--- src/rtl/echo_mixer_pkg.sv ---
// Shared types and constants for the echo mixer: sample width, wet-gain
// range and the fade-in state machine encoding.
package echo_mixer_pkg;

  localparam int SAMPLE_W = 10;
  localparam int GAIN_W   = 4;

  // Full wet gain, expressed in eighths (8/8 = unity).
  localparam logic [GAIN_W-1:0] GAIN_MAX = 4'd8;

  typedef enum logic [1:0] {
    IDLE = 2'd0,
    RAMP = 2'd1,
    RUN  = 2'd2
  } state_t;

endpackage

--- src/rtl/sat_add_offset.sv ---
// Signed dry+wet sum with saturation to the sample range, followed by the
// DAC offset so the result is an offset-binary code.  Purely combinational;
// the caller registers the output.
module sat_add_offset
  import echo_mixer_pkg::*;
#(
  parameter logic [SAMPLE_W-1:0] DAC_OFFSET = 10'h200
) (
  input  logic signed [SAMPLE_W-1:0] a,
  input  logic signed [SAMPLE_W-1:0] b,
  output logic        [SAMPLE_W-1:0] y
);

  // Two guard bits so the sum of two full-scale samples cannot wrap.
  localparam logic signed [SAMPLE_W+1:0] MAX_V = {3'b000, {(SAMPLE_W-1){1'b1}}};
  localparam logic signed [SAMPLE_W+1:0] MIN_V = {3'b111, {(SAMPLE_W-1){1'b0}}};

  logic signed [SAMPLE_W+1:0] sum;
  logic signed [SAMPLE_W-1:0] sat;

  // Widen, add, clamp to the rails, then shift into offset-binary (wraps mod 2^W).
  always_comb begin
    sum = {{2{a[SAMPLE_W-1]}}, a} + {{2{b[SAMPLE_W-1]}}, b};
    if (sum > MAX_V) begin
      sat = MAX_V[SAMPLE_W-1:0];
    end else if (sum < MIN_V) begin
      sat = MIN_V[SAMPLE_W-1:0];
    end else begin
      sat = sum[SAMPLE_W-1:0];
    end
    y = sat + DAC_OFFSET;
  end

endmodule

--- src/rtl/echo_mixer.sv ---
// Echo mixer: fades the delayed (wet) path in over eight gain steps once the
// delay line is producing valid data, and mixes it with the dry input into a
// saturated offset-binary DAC code.  Two-stage pipeline: stage 1 scales the
// wet sample, stage 2 adds, saturates and offsets.
module echo_mixer
  import echo_mixer_pkg::*;
#(
  parameter logic [SAMPLE_W-1:0] DAC_OFFSET       = 10'h200,
  parameter int                  RAMP_STEP_CYCLES = 1024,
  parameter int                  WET_SHIFT        = 1
) (
  input  logic                sysclk,
  input  logic                rst,
  input  logic [SAMPLE_W-1:0] x,
  input  logic [SAMPLE_W-1:0] delayed,
  input  logic                wet_valid,
  output logic [SAMPLE_W-1:0] data_out,
  output logic [GAIN_W-1:0]   gain,
  output logic                ramp_done,
  output state_t              state_dbg
);

  localparam logic [15:0] STEP_LAST = 16'(RAMP_STEP_CYCLES - 1);

  state_t              state, state_nx;
  logic [GAIN_W-1:0]   gain_nx;
  logic [15:0]         cnt, cnt_nx;
  logic                done_nx;

  logic signed [13:0]         d_ext, g_ext, prod;
  logic signed [SAMPLE_W-1:0] wet_nx;
  logic signed [SAMPLE_W-1:0] dry_r, wet_r;
  logic        [SAMPLE_W-1:0] mix;

  assign state_dbg = state;

  // Fade-in state, step counter, gain and ramp_done registers.
  always_ff @(posedge sysclk or posedge rst) begin
    if (rst) begin
      state     <= IDLE;
      cnt       <= '0;
      gain      <= '0;
      ramp_done <= 1'b0;
    end else begin
      state     <= state_nx;
      cnt       <= cnt_nx;
      gain      <= gain_nx;
      ramp_done <= done_nx;
    end
  end

  // Next-state logic: losing wet_valid always drops back to IDLE with zero
  // gain, even on a cycle where a gain step would otherwise happen.
  always_comb begin
    state_nx = state;
    cnt_nx   = cnt;
    gain_nx  = gain;
    case (state)
      IDLE: begin
        cnt_nx  = '0;
        gain_nx = '0;
        if (wet_valid) state_nx = RAMP;
      end
      RAMP: begin
        if (!wet_valid) begin
          state_nx = IDLE;
          cnt_nx   = '0;
          gain_nx  = '0;
        end else if (cnt == STEP_LAST) begin
          cnt_nx  = '0;
          gain_nx = gain + 4'd1;
          if (gain_nx == GAIN_MAX) state_nx = RUN;
        end else begin
          cnt_nx = cnt + 16'd1;
        end
      end
      RUN: begin
        cnt_nx  = '0;
        gain_nx = GAIN_MAX;
        if (!wet_valid) begin
          state_nx = IDLE;
          gain_nx  = '0;
        end
      end
      default: begin
        state_nx = IDLE;
        cnt_nx   = '0;
        gain_nx  = '0;
      end
    endcase
    done_nx = (state_nx == RUN);
  end

  // Wet scaling: delayed * gain/8, plus the extra wet attenuation, floored.
  assign d_ext  = {{4{delayed[SAMPLE_W-1]}}, delayed};
  assign g_ext  = {10'd0, gain};
  assign prod   = d_ext * g_ext;
  assign wet_nx = SAMPLE_W'(prod >>> (3 + WET_SHIFT));

  // Stage 1: register dry sample and scaled wet sample together.
  always_ff @(posedge sysclk or posedge rst) begin
    if (rst) begin
      dry_r <= '0;
      wet_r <= '0;
    end else begin
      dry_r <= x;
      wet_r <= wet_nx;
    end
  end

  sat_add_offset #(
    .DAC_OFFSET(DAC_OFFSET)
  ) u_sat_add_offset (
    .a(dry_r),
    .b(wet_r),
    .y(mix)
  );

  // Stage 2: register the saturated, offset mix as the DAC code.
  always_ff @(posedge sysclk or posedge rst) begin
    if (rst) begin
      data_out <= DAC_OFFSET;
    end else begin
      data_out <= mix;
    end
  end

endmodule

--- config.mk ---
export PLATFORM = sky130hd
export DESIGN_NAME = echo_mixer
export DESIGN_NICKNAME = d
export VERILOG_FILES = /design/src/rtl/echo_mixer_pkg.sv /design/src/rtl/sat_add_offset.sv /design/src/rtl/echo_mixer.sv
export SDC_FILE = /design/constraint.sdc
export NUM_CORES = 1
export LEC_CHECK = 0
export ABC_AREA = 1
export CORE_MARGIN = 1
export CORE_UTILIZATION = 30
export DETAILED_ROUTE_END_ITERATION = 16
export PLACE_DENSITY = 0.46
export SLEW_MARGIN = 20
export SYNTH_ARGS = -nofsm -noshare
export SYNTH_HDL_FRONTEND = slang
export SYNTH_SLANG_ARGS = --single-unit
export TNS_END_PERCENT = 1
--- constraint.sdc ---
create_clock -name sysclk -period 3.1 [get_ports sysclk]
set_input_delay 0.62 -clock sysclk [delete_from_list [all_inputs] [get_ports sysclk]]
set_output_delay 0.62 -clock sysclk [all_outputs]
set_load 0.05 [all_outputs]
==> results of run 1 <==
==> timing repair <==
item | CTS | global route
gates resized for setup | 23 | 39
buffers inserted | 0 | 5
endpoints found under the setup margin | 9 | 7
pin swaps | 14 | 31
==> logic make-up after synthesis <==
family	count (synthesis)	share of synthesized area, %
AO/OA/AOI/OAI	38	5.13
XOR/XNOR	24	5.07
adder cells (fa/ha/maj)	59	21.4
buffers and inverters	120	11.2
flip-flops	53	32.0
AND/OR/NAND/NOR	242	25.1
==> critical path, delay by kind of cell <==
kind,cells,cell delay [ns]
simple gates,7,0.60
buf+inv,5,0.48
fa+ha+maj,4,1.58
==> registers in the layout, indices dropped and copies added, names as in the netlist <==
register   count
ramp_done      1
wet_r         10
cnt           16
data_out      10
state_dbg      2
gain           4
dry_r         10
==> power by group through the flow <==
| stage | sequential, uW | combinational, uW | clock (uW) |
|---|---|---|---|
| 4_1_cts | 846 | 985 | 664 |
| 2_1_floorplan | 1100 | 431 | 0 |
| 5_1_grt | 854 | 1100 | 689 |
| 3_3_place_gp | 857 | 976 | 0 |
| 6_report | 844 | 994 | 642 |
| 3_5_place_dp | 860 | 980 | 0 |
==> metrics by stage <==
stage	instance area (um^2)	setup WS, ns	cells	hold slack, ns	total power (uW)
final	5530	0.00496	793	0.464	2480
after global routing	5530	-0.115	793	0.485	2640
after CTS	5370	0.00582	788	0.466	2500
after detailed placement	5150	-0.566	780	0.457	1840
after global placement	5150	-0.528	780	0.455	1830
after floorplan	4320	-0.0102	536	0.431	1530
==> placed cells by master, fill, tap and decap left out, types with 2 or more instances in the layout <==
cell,Yosys,routed
nand3_1,29,27
xnor2_1,9,9
fa_1,20,19
o21ai_0,7,4
ha_1,39,26
a21oi_4,0,5
a21oi_1,20,15
nor2_2,2,7
nand4_1,8,8
nand2_2,3,15
nand2_1,145,132
o21ai_4,0,2
clkbuf_16,0,5
o21bai_1,3,3
buf_12,0,2
and3_1,2,2
nor2_4,2,3
nand3_2,1,3
inv_2,1,17
ha_4,0,13
nor3_1,2,2
clkdlybuf4s50_1,0,29
clkdlybuf4s15_1,0,2
dfrtp_2,0,2
dfrtp_1,52,50
buf_4,1,37
inv_1,112,96
nor2_1,43,37
dlygate4sd2_1,0,7
o21ai_2,0,2
xor2_1,15,15
==> layer usage <==
layer | up-vias | share of wire, % | track usage [%]
met4 | 0 | 1.3 | 3.83
met1 | 1539 | 48 | 16.4
li1 | 1793 | - | -
met3 | 8 | 1.7 | 1.66
met2 | 36 | 49 | 21.8
met5 | - | 0 | 0
==> cell type report <==
type | count | area (um^2)
Fill cell | 1380 | 7810
Timing Repair Buffer | 79 | 706
Inverter | 114 | 428
Clock inverter | 1 | 30.0
Clock buffer | 7 | 143
Tap cell | 176 | 220
Multi-Input combinational cell | 363 | 2680
Sequential cell | 53 | 1330
==> worst max path at each step <==
stage	slack, ns	from	endpoint
finish	0.005	delayed[9]	wet_r[9]
detailed placement	-0.57	delayed[2]	wet_r[6]
global placement	-0.53	delayed[2]	wet_r[6]
floorplan	-0.01	gain[2]	wet_r[6]
global route	-0.11	gain[2]	wet_r[6]
CTS	0.006	delayed[3]	wet_r[9]
==> impl_metrics.csv, run 1 <==
group,metric,value,unit
grt,antenna_found_initial,0,
logic_synthesis,yosysTopAreaCell,"dfrtp_1",
hold_path,holdPathStages,1,
logic_synthesis,yosys-top-cells-area,"dfrtp_1 31%, nand2_1 13%, ha_1 12%",
critical_path,cpPeakStageDelay,0.51,ns
logic_synthesis,synth.avg_cell_area,7.73,um^2
logic_synthesis,synth_top_area_share,31.4,%
logic_synthesis,yosys.cell_count.top_type,"nand2_1",
outcome,status,"complete, no violations",
floorplanning,design.core.area,0.0133,mm^2
logic_synthesis,synth_area,0.00415,mm^2
critical_path,cp_data_required_time,3.28,ns
power_and_ir_drop,pwr-share-comb,40.1,%
hold_path,whs_endpoint,"cnt[0]",
floorplanning,die_h,120,um
power_and_ir_drop,pwr_density_cell,448,mW/mm^2
logic_synthesis,synth_edf_count,0,
power_and_ir_drop,clkPwrFrac,25.9,%
grt,grt_usage,12.6,%
layout,fin_util,41.5,%
grt,overflow,0,
critical_path,endpoint_kind,"flip-flop",
sta,setup_violations,0,
clocking,numCtsBuffers,5,
floorplanning,start_util,31.1,%
clocking,cts_max_level,2,
critical_path,r2r_cells,16,
sta,fin_crit,3.10,ns
grt,grt_pass1_wl,14800,um
routing,routed_wl,8690,um
hold_path,hp-class,"reg2reg",
floorplanning,die_area,0.0143,mm^2
grt,grt_start_max_net_pins,28,
layout,final_net_count,698,
power_and_ir_drop,ir_drop,0.000209,V
placed_design,port_buffers,39,
power_and_ir_drop,p_leak,0.00292,uW
flow_run,cap_violations,0,
floorplanning,rows,42,
sta,drv_slew,0,
logic_synthesis,synth-seq-cells,53,
logic_synthesis,syn_nets,618,
sta,maxSlewHeadroom,65.6,%
layout,antenna_cells,0,
logic_synthesis,yosys_warnings,0,
critical_path,cpMostUsedCell,"inv_1",
critical_path,cp_max_fo,5,
routing,drc,0,
routing,vias_per_cell,4.26,
logic_synthesis,synth_cells,536,
critical_path,critPathSlowestCell,"fa_1",
logic_synthesis,yosysUniqueCellTypes,38,
critical_path,arrival,3.28,ns
sta,finalClockSkew,0.00548,ns
routing,vias,3376,
logic_synthesis,synthArstFlopShare,100,%
sta,timing.fmax,323,MHz
power_and_ir_drop,swShare,36.8,%
floorplanning,io_pins,40,
critical_path,start_kind,"input port",
sta,finalSetupTns,0,ns
clocking,clk_path_buf_depth,2,
power_and_ir_drop,intPower,1570,uW
critical_path,r2r_slack,0.02,ns
clocking,cts_tree,"yes",
power_and_ir_drop,netSwitchingPower,913,uW
logic_synthesis,synthFlopType,"dfrtp_1",
critical_path,r2r-end,"wet_r[9]",
logic_synthesis,synth_commonest_cells,"145 x nand2_1, 112 x inv_1, 52 x dfrtp_1",
layout,syn2layout_area_growth,33.5,%
sta,finalHoldViolations,0,
floorplanning,fp.dieW,120,um
critical_path,crit_chain,"dlygate4sd2_1 > nand2_1 > inv_1 > ha_1 > fa_1 > inv_1 > fa_1 > inv_1 > ha_4 > nand2_1 > nor2_2 > nand4_1 > nand2_2 > nand2_1 > inv_1 > nor2_2",
routing,dr.pass1.iters,4,
power_and_ir_drop,seqPwrFrac,34.0,%
routing,wl_per_cell,11.0,um
logic_synthesis,yosysSeqAreaShare,32.0,%
clocking,cts_root_buf,"clkbuf_16",
grt,grt_pass1_vias,3417,
clocking,clk_pin_slew_worst_paths,0.06,ns
routing,postRouteAntennaNets,0,
critical_path,rr_startpoint,"gain[3]",
sta,rsz0062_at_grt,"yes",
sta,fin_crit_sh,99.8,%
placed_design,gp_congestion,0.836,
routing,drt-initial-drc-count,100,
sta,worst_pin_slew,0.515,ns
clocking,cts_hold_buf,0,
layout,drive_above_1_share,20.1,%
clocking,clk_latency,0.29,ns
critical_path,crit_type,"in2reg",
hold_path,worstHoldStart,"cnt[0]",
placed_design,hpwl,6970,um
clocking,cts.sinks,53,
(Power assumes the default switching activity.)
==> inputs of run 2 (changes only) <==
--- a/config.mk
+++ b/config.mk
@@ -10,6 +10,7 @@
 export CORE_UTILIZATION = 30
 export DETAILED_ROUTE_END_ITERATION = 16
 export PLACE_DENSITY = 0.46
+export SKIP_CTS_REPAIR_TIMING = 1
 export SLEW_MARGIN = 20
 export SYNTH_ARGS = -nofsm -noshare
 export SYNTH_HDL_FRONTEND = slang
==> impl_metrics.csv, run 2 (synthesis results as in run 1) <==
group,metric,value,unit
placed_design,port_buffers,39,
sta,finalHoldViolations,0,
hold_path,hp-class,"reg2reg",
routing,vias,3361,
clocking,cts_max_level,2,
critical_path,cp_data_required_time,3.28,ns
placed_design,hpwl,6970,um
placed_design,place_ws,-0.566,ns
sta,fin_crit,3.13,ns
critical_path,crit_family,"adder cells",
sta,hold_slack,0.464,ns
clocking,cts.sinks,53,
critical_path,r2r-end,"wet_r[9]",
critical_path,cpPeakStageDelay,0.50,ns
layout,drive_above_1_share,17.6,%
grt,grt_usage,12.6,%
routing,wl_per_cell,10.9,um
clocking,clk_latency,0.29,ns
layout,fin_util,41.4,%
clocking,numCtsBuffers,5,
sta,finalClockSkew,0.00588,ns
power_and_ir_drop,pwr_density_cell,447,mW/mm^2
placed_design,gp_congestion,0.836,
outcome,violations,"setup timing",
sta,timing.fmax,320,MHz
clocking,cts_root_buf,"clkbuf_16",
layout,final_cell_mix,"139 x nand2_1, 101 x inv_1, 50 x dfrtp_1",
layout,fill_cells,1369,
critical_path,r2r_slack,-0.03,ns
hold_path,worstHoldStart,"cnt[0]",
sta,worst_pin_slew,0.515,ns
power_and_ir_drop,ir_drop,0.000207,V
floorplanning,die_area,0.0143,mm^2
critical_path,rr_startpoint,"gain[3]",
grt,overflow,0,
floorplanning,die_h,120,um
critical_path,r2r_cells,16,
critical_path,crit_type,"reg2reg",
critical_path,arrival,3.31,ns
sta,rsz0062_at_grt,"yes",
layout,final_common_cell,"nand2_1",
critical_path,crit_chain,"buf_6 > nand2_1 > inv_1 > ha_1 > inv_2 > fa_1 > inv_1 > fa_1 > ha_4 > nand2_1 > nor2_2 > nand4_1 > nand2_2 > nand2_1 > inv_1 > nor2_2",
outcome,status,"finished with violations",
layout,syn2layout_area_growth,33.2,%
routing,routed_wl,8650,um
routing,drt-initial-drc-count,120,
floorplanning,rows,42,
layout,antenna_cells,0,
critical_path,critPathSlowestCell,"fa_1",
sta,setup_violations,1,
layout,largest_reg_flops,16,
critical_path,crit_buf_inv,5,
sta,maxSlewHeadroom,65.6,%
routing,vias_per_cell,4.23,
hold_path,holdPathStages,1,
grt,grt_pass1_wl,14800,um
sta,fin_ws,-0.0257,ns
clocking,cts_tree,"yes",
sta,drv_slew,0,
routing,drc,0,
floorplanning,fp.dieW,120,um
critical_path,cp_max_fo,6,
clocking,clk_pin_slew_worst_paths,0.07,ns
sta,fin_crit_sh,101,%
floorplanning,design.core.area,0.0133,mm^2
layout,top_register,"cnt",
grt,grt_pass1_vias,3404,
grt,grt_start_max_net_pins,28,
critical_path,start_kind,"flip-flop",
layout,final_net_count,699,
critical_path,endpoint_kind,"flip-flop",
floorplanning,start_util,31.1,%
hold_path,whs_endpoint,"cnt[0]",
floorplanning,io_pins,40,
routing,postRouteAntennaNets,0,
power_and_ir_drop,p_leak,0.00301,uW
routing,dr.pass1.iters,4,
flow_run,cap_violations,0,
clocking,clk_path_buf_depth,2,
grt,antenna_found_initial,0,
[run 2: changes by cell type in the layout (fill, tap and decap cells not counted), moves of 3 or more]
cell and change:
nand2_1 +7, dlymetal6s2s_1 +10, nand2_2 -7, inv_1 +5, a21oi_2 +3, dlygate4sd2_1 -7
inv_2 -5
[run 2: worst max-delay path by stage]
stage,from,endpoint,cells past startpoint
after floorplan,gain[2],wet_r[6],18
after global placement,delayed[2],wet_r[6],18
after detailed placement,delayed[2],wet_r[6],18
after CTS,delayed[2],wet_r[6],18
after global routing,gain[3],wet_r[9],16
final,gain[3],wet_r[9],16
[run 2: metrics by stage]
step / instances / instance area, um^2 / setup TNS, ns / power [uW]
floorplan: 536 / 4320 / -0.0138 / 1530
global placement: 780 / 5150 / -4.15 / 1830
detailed placement: 780 / 5150 / -4.37 / 1840
CTS: 788 / 5320 / -1.50 / 2490
global route: 794 / 5520 / -0.586 / 2630
finish: 794 / 5520 / -0.0257 / 2470
[run 2: where the power goes]
part           switching, uW  internal, uW
Sequential              48.2           795
Combinational            619           364
Clock                    237           404
[run 2: cell type report]
type                            instances  area (um^2)  area share (%)
Tap cell                              176          220            3.99
Clock inverter                          1         30.0           0.544
Multi-Input combinational cell        363         2620            47.4
Clock buffer                            7          143            2.58
Sequential cell                        53         1330            24.1
Inverter                              114          428            7.75
Timing Repair Buffer                   80          752            13.6
[run 2: metal layers]
layer	track usage (%)	up-vias	part of all wire (%)
li1	-	1793	-
met1	16.3	1528	49
met2	21.7	34	48
met3	1.66	6	1.7
met4	3.83	0	1.1
met5	0	-	0
